$ cat src/rtl/ifu32.sv
// ifu32: instruction fetch unit issuing single-outstanding word reads and handing instructions to decode.
// Define IFU32_MISALIGN_EN to flag misaligned redirect targets via fetch_fault and halt fetch.
//
// state  | meaning
// S_REQ  | request pending on imem at pc
// S_WAIT | request accepted, waiting for read data
// S_HOLD | instruction presented to decode
// S_DROP | squashed request outstanding, drain and discard its response
module ifu32 #(
    parameter int unsigned      WIDTH    = 32,
    parameter logic [WIDTH-1:0] RESET_PC = 32'h8000_0000
) (
    input  logic             clk,
    input  logic             rst,
    input  logic             redirect_valid,
    input  logic [WIDTH-1:0] redirect_pc,
    output logic             imem_req_valid,
    input  logic             imem_req_ready,
    output logic [WIDTH-1:0] imem_req_addr,
    input  logic             imem_rsp_valid,
    input  logic [WIDTH-1:0] imem_rsp_data,
    output logic             inst_valid,
    input  logic             inst_ready,
    output logic [WIDTH-1:0] inst,
    output logic [WIDTH-1:0] inst_pc,
    output logic             fetch_fault
);

    typedef enum logic [1:0] {S_REQ, S_WAIT, S_HOLD, S_DROP} state_t;

    state_t           state;
    state_t           state_nx;
    logic [WIDTH-1:0] pc;
    logic [WIDTH-1:0] pc_nx;
    logic [WIDTH-1:0] target;
    logic             req_hs;
    logic             halt_nx;

    assign req_hs        = imem_req_valid && imem_req_ready;
    assign imem_req_addr = pc;

`ifdef IFU32_MISALIGN_EN
    logic fault;

    assign target      = redirect_pc;
    // every redirect re-evaluates the fault; only a redirect or reset can clear it
    assign halt_nx     = redirect_valid ? (redirect_pc[1:0] != 2'b00) : fault;
    assign fetch_fault = fault;

    always_ff @(posedge clk) begin
        if (rst) begin
            fault <= 1'b0;
        end else begin
            fault <= halt_nx;
        end
    end
`else
    assign target      = redirect_pc & ~WIDTH'(3);
    assign halt_nx     = 1'b0;
    assign fetch_fault = 1'b0;
`endif

    always_comb begin
        state_nx = state;
        pc_nx    = pc;
        case (state)
            S_REQ:  if (req_hs) state_nx = S_WAIT;
            S_WAIT: if (imem_rsp_valid) begin
                        state_nx = S_HOLD;
                        pc_nx    = pc + WIDTH'(4);
                    end
            S_HOLD: if (inst_ready) state_nx = S_REQ;
            S_DROP: if (imem_rsp_valid) state_nx = S_REQ;
            default: state_nx = S_REQ;
        endcase
        // redirect wins; any request already accepted becomes stale and must be drained
        if (redirect_valid) begin
            pc_nx = target;
            case (state)
                S_REQ:   state_nx = req_hs ? S_DROP : S_REQ;
                S_WAIT:  state_nx = imem_rsp_valid ? S_REQ : S_DROP;
                S_HOLD:  state_nx = S_REQ;
                S_DROP:  state_nx = imem_rsp_valid ? S_REQ : S_DROP;
                default: state_nx = S_REQ;
            endcase
        end
    end

    always_ff @(posedge clk) begin
        if (rst) begin
            state          <= S_REQ;
            pc             <= RESET_PC;
            imem_req_valid <= 1'b0;
            inst_valid     <= 1'b0;
            inst           <= '0;
            inst_pc        <= '0;
        end else begin
            state          <= state_nx;
            pc             <= pc_nx;
            imem_req_valid <= (state_nx == S_REQ) && !halt_nx;
            inst_valid     <= (state_nx == S_HOLD);
            if (state == S_WAIT && imem_rsp_valid && !redirect_valid) begin
                inst    <= imem_rsp_data;
                inst_pc <= pc;
            end
        end
    end

endmodule

$ cat config.mk
export PLATFORM = sky130hd
export DESIGN_NAME = ifu32
export DESIGN_NICKNAME = d
export VERILOG_FILES = /design/src/rtl/ifu32.sv
export SDC_FILE = /design/constraint.sdc
export NUM_CORES = 1
export LEC_CHECK = 0
export BUFFER_PORTS_ARGS = -buffer_cell sky130_fd_sc_hd__buf_2
export CAP_MARGIN = 25
export CORE_MARGIN = 8
export CORE_UTILIZATION = 48
export DETAILED_ROUTE_END_ITERATION = 16
export GPL_ROUTABILITY_DRIVEN = 0
export GPL_TIMING_DRIVEN = 0
export PLACE_DENSITY = 0.76
export SKIP_LAST_GASP = 1
export SYNTH_ARGS = -nofsm -noshare
export SYNTH_HDL_FRONTEND = slang
export SYNTH_SLANG_ARGS = --single-unit
$ cat constraint.sdc
create_clock -name clk -period 2.44 [get_ports clk]
set_input_delay 0.488 -clock clk [delete_from_list [all_inputs] [get_ports clk]]
set_output_delay 0.488 -clock clk [all_outputs]
set_load 0.01 [all_outputs]
======== Word level (Yosys, flattened, before mapping) ========
Cells that the tools add are included.
word-level totals
  RAM bits ................................ 0
  bits in latches ......................... 0
  bits in registers ....................... 100
  memories ................................ 0
  logic and storage cells ................. 36
  output and inout bits ................... 99
  input bits .............................. 70
  bits in read-only memories .............. 0
cells by class
  add/sub/neg operators ................... 1
  $mul .................................... 0
  reductions and logical operators ........ 12
  magnitude comparators ................... 0
  bitwise logic cells ..................... 0
  shift operators ......................... 0
  eq/ne operators ......................... 4
  multiplexer cells ....................... 12
  div/mod/pow operators ................... 0
operators with widths
  cell                                                                   count
  32-bit two-way mux                                                     3
  32-bit by 3-bit adder with 32-bit output, second input constant        1
  2-bit two-way mux                                                      7
  2-bit one-hot mux with 4 select lines                                  1
  2-bit equality test, second input constant                             3
  2-bit one-hot mux with 3 select lines                                  1
  2-bit zero test                                                        2
  2-bit AND reduction                                                    2
  2-bit nonzero test                                                     2
  2-bit OR reduction                                                     2
  1-bit logical AND                                                      3
  2-bit by 1-bit equality test with 1-bit output, second input constant  1
  1-bit zero test                                                        1

======== Depth between registers and ports, before layout ========
  word-level depth ........................ 5
  gate-level depth with buffers ........... 7
  mapped depth without buffers ............ 5

======== Worst setup path before layout ========
Ideal clock, no wire load.
  path type ............................... reg-to-reg
  start point ............................. reg pc[2] (netlist: imem_req_addr[2])
  end point ............................... reg pc[24] (netlist: imem_req_addr[24])
  path slack .............................. 186 ps
  arrival ................................. 2141 ps
  clock period less this slack ............ 2254 ps
  library setup time ...................... 112 ps
  data required time ...................... 2328 ps
  path buffers ............................ 1
  stages on the path, launching flop included .. 7
  path through ............................ dfxtp_1 > ha_1 > nand4b_4 > or4_1 > clkbuf_2 > or3_1 > a2111oi_1
on the way
  cells in the longest elaborated chain, start to end .. 4
RTL lines
  element                                   line  source
  start, declared                           33    logic [WIDTH-1:0] pc;
  start signal, assigned                    99    pc <= pc_nx;
  32-bit by 3-bit adder with 32-bit output  70    pc_nx = pc + WIDTH'(4);
  32-bit two-way mux                        68    S_WAIT: if (imem_rsp_valid) begin
  32-bit two-way mux                        66    case (state)
  32-bit two-way mux                        77    if (redirect_valid) begin
Every way passes these cells. The select of a mux whose other input is x is not followed.
A chain may end at the register's enable or synchronous reset.

======== Worst setup path in the final report ========
  start point ............................. reg pc[3] (netlist: imem_req_addr[3])
  end point ............................... reg pc[24] (netlist: imem_req_addr[24])
The elaborated chain is that of the path after synthesis.

==> results.md <==
* Critical Path Fanout Max at 8
* Fin util at between 60 and 70%
* FP Rows at 34
* Reg2Reg Setup Slack at -0.002 ns
* Post-detail-place hpwl at a little over 10,000 um
* Outcome: finished, violations left
* Post-route antenna net violation count at 0
* GRT Util Overall at approximately 22%
* Port Buf Inserts at around 160
* Origin of the critical flop-to-flop path: imem_req_addr[3]$_SDFFE_PP0P_
* CTS max path bufs at 2
* Setup CP Type: flip-flop to flip-flop
* Nets at slightly below 800
* # diodes at 0
* Routed WL at ~14,000 um
* Post-synthesis sequential area ratio at 46.6%
* Post-synthesis cell area at 0.00413 mm2
* Tcrit/Tclk final at 100%
* Syn. warnings at 0
* Violated checks: negative setup slack
* Most used DFF post-synth: dfxtp_1
* Pin count of the biggest net entering global routing at 17
* Max Transition Viols Final at 0
* WP data required at around 2.7 ns
* Grt ovf at 0
* TritonCTS Buffers at 9
* Maxcap violations at 0
* HP Start: imem_rsp_data[24]
* Asr flop ratio synth at 0%
* Post-DP Area at around 0.0051 mm2
* First-pass GRT wire length at 20,700 um
* Die W at ~110 um
* Antenna violations before repair at 0
* Share of cells above drive strength 1 at roughly 28%
* Post-synth EDFFs at 0
* Post-Place Cells at just under 800
* Slew @ Worst Pin at approximately 1.1 ns
* Critical Path Max Stage Delay at roughly 0.55 ns
* Gr busiest metal: met2
* Filler cells at between 700 and 800
* Setup repair bufs after CTS at 0
* Vias in the first global route at 4,223
* Final setup margin at -0.00231 ns
* Final Power at about 0.003 W
* CTS tree: yes
* GR Layer Usage met3 at ~6.1%
* Power density cells at 570 mW/mm2
* Die area at about 0.012 mm2
* Clock net sink count at 96
* Hold Path Stages at 3
* Arrival time of the worst setup path at roughly 2.7 ns
* Min cycle time layout at approximately 2.4 ns
* Reg2reg end: imem_req_addr[24]$_SDFFE_PP0P_
* Final instance area at between 0.005 and 0.006 mm2
* Grt met2 use at between 30% and 40%
* Die Height at about 110 um
* Clock-pin slew on the worst setup and hold paths at about 0.1 ns
* Worst vdd ir at approximately 0.00031 V
* Crit. End Element: flip-flop
* Setup Viol. Count Final at 1
* Worst setup SP type: flip-flop
* DRC errors left at 0
* Reg2reg path depth at 6
* Vias per inst at between 5 and 6
* Min-delay worst type: input pin to flip-flop
* Worst skew pair latency at 0.36 ns
* Met1 usage at a little over a quarter
* Synthesis-to-layout area growth at 27.9%
* CORE AREA at between 0.008 and 0.009 mm2
* Fin. Hold Viols at 0
* CP cell instances: ha_2 > nand4b_4 > or4_1 > clkbuf_2 > or3_1 > a2111oi_2
* Avg WL per Cell at roughly 17 um
* Initial Util at slightly below 50%
* Syn_area_per_cell at about 8 um2
* Unrepaired setup endpoints after global routing: true
* # IOs at roughly 170
* Vias after detailed routing at between 4,000 and 5,000
* Synthesis-stage register bit count at 96
* Slowest cell on crit path: or4_1
* Cells after Synth at roughly 520
* Clock Skew at about 0.013 ns
* Final cell count without fillers at just over 800
* Detailed Routing Iterations Pass 1 at 6
* Worst Hold End: inst[24]$_SDFFE_PP0P_
* Root Buffer: clkbuf_8
* Leak at approximately 2.2 nW
* Slew HR at 23.4%
* Achievable Freq at about 410 MHz
* H-tree depth at 3
* Distinct cells, synth at 54
* Iteration-0 DRC Markers at 282
logic make-up after synthesis:
group / count (synthesis) / share of synthesized area (%)
DFF: 96 / 46.6
buffers and inverters: 50 / 5.06
other: 1 / 0.0908
muxes: 1 / 0.243
adders and majority gates: 1 / 0.303
and+or+nand+nor: 239 / 27.0
AOI/OAI and AO/OA: 123 / 18.4
xor gates and xnor gates: 11 / 2.33
cell usage in the layout (no fill, tap or decap), types with 9 or more instances in the layout:
| cell type | netlist | final |
|---|---|---|
| clkbuf_8 | 0 | 10 |
| nand2_1 | 143 | 143 |
| nor2_1 | 27 | 26 |
| inv_1 | 10 | 10 |
| dfxtp_1 | 96 | 94 |
| nor3_1 | 9 | 9 |
| a211oi_1 | 12 | 12 |
| a21oi_1 | 67 | 67 |
| nand3_1 | 10 | 10 |
| buf_2 | 1 | 162 |
| nor4_1 | 9 | 9 |
| clkbuf_1 | 31 | 31 |
metal layers:
layer / vias to the layer above / share of wire, %
met5: - / 0
met4: 0 / 2.2
met3: 33 / 11
met2: 222 / 46
met1: 2034 / 41
li1: 2171 / -
sequential cells by signal, summed over array words and instances, names as in the netlist:
signal and cells:
inst 32, state 2, imem_req_addr 30, inst_pc 30
imem_req_valid 1, inst_valid 1
stage by stage:
step | hold WS [ns] | setup slack (ns) | setup TNS, ns
floorplan | 0.481 | 0.186 | 0
global placement | 0.439 | -0.0189 | -0.0193
detailed placement | 0.445 | -0.0999 | -0.105
CTS | 0.337 | 0.0200 | 0
global route | 0.345 | -0.0768 | -0.147
finish | 0.349 | -0.00231 | -0.00231
worst max path at each step:
stage,from,endpoint,cells past startpoint
floorplan,imem_req_addr[2]$_SDFFE_PP0P_,imem_req_addr[24]$_SDFFE_PP0P_,6
global route,imem_req_addr[3]$_SDFFE_PP0P_,imem_req_addr[24]$_SDFFE_PP0P_,6
detailed placement,imem_req_addr[2]$_SDFFE_PP0P_,imem_req_addr[24]$_SDFFE_PP0P_,6
finish,imem_req_addr[3]$_SDFFE_PP0P_,imem_req_addr[24]$_SDFFE_PP0P_,6
CTS,imem_req_addr[3]$_SDFFE_PP0P_,imem_req_addr[24]$_SDFFE_PP0P_,6
global placement,imem_req_addr[2]$_SDFFE_PP0P_,imem_req_addr[24]$_SDFFE_PP0P_,6
final cells by class:
type,instances,area (um2),share of cell area [%]
plain buffers,40,171,3.25
clock buffers,10,138,2.61
clock inverters,6,43.8,0.830
inverters,10,37.5,0.711
multi-input cells,380,2020,38.3
flip-flops and latches,96,1920,36.5
well taps,108,135,2.56
repair buffers,161,806,15.3
what timing repair did:
| item | CTS | global route |
|---|---|---|
| hold buffers | 0 | 0 |
| gates resized for setup | 3 | 2 |
| setup endpoints to repair | 2 | 5 |
worst max-delay path: cells and delay by family, from the launching register on:
kind	cells	cell delay [ns]
flops	1	0.43
fa+ha+maj	1	0.25
buf+inv	1	0.19
compound gates	1	0.34
simple gates	3	1.11
Yosys cell counts, types with 2 or more instances:
library cell / number / area (um2)
and3_1: 3 / 18.8
nand3_1: 10 / 50.1
a31oi_1: 7 / 43.8
o211a_1: 2 / 20.0
or4_1: 4 / 30.0
a211oi_1: 12 / 90.1
o31ai_1: 6 / 45.0
o21ai_0: 7 / 35.0
nand2_1: 143 / 537
nor2_1: 27 / 101
xor2_1: 3 / 26.3
dfxtp_1: 96 / 1920
a2111oi_0: 3 / 26.3
and4_1: 6 / 52.6
nand4_2: 2 / 25.0
buf_4: 5 / 37.5
nor3b_1: 2 / 15.0
buf_1: 2 / 7.51
or3_1: 5 / 31.3
nor3_1: 9 / 45.0
inv_1: 10 / 37.5
a21oi_1: 67 / 335
xnor2_1: 8 / 70.1
nor4_1: 9 / 56.3
a221oi_1: 2 / 17.5
nand4_1: 8 / 50.1
clkbuf_1: 31 / 116
o21a_1: 2 / 15.0
nor2b_1: 2 / 12.5
a311oi_1: 5 / 43.8
power breakdown:
part	leakage [nW]	internal, W	switching [W]	total [W]
Sequential	0.783	0.00162	0.0000760	0.00169
Clock	0.0926	0.000403	0.000577	0.000980
Combinational	1.34	0.000144	0.000192	0.000336
Note: power is estimated with default switching activity, not from simulation.
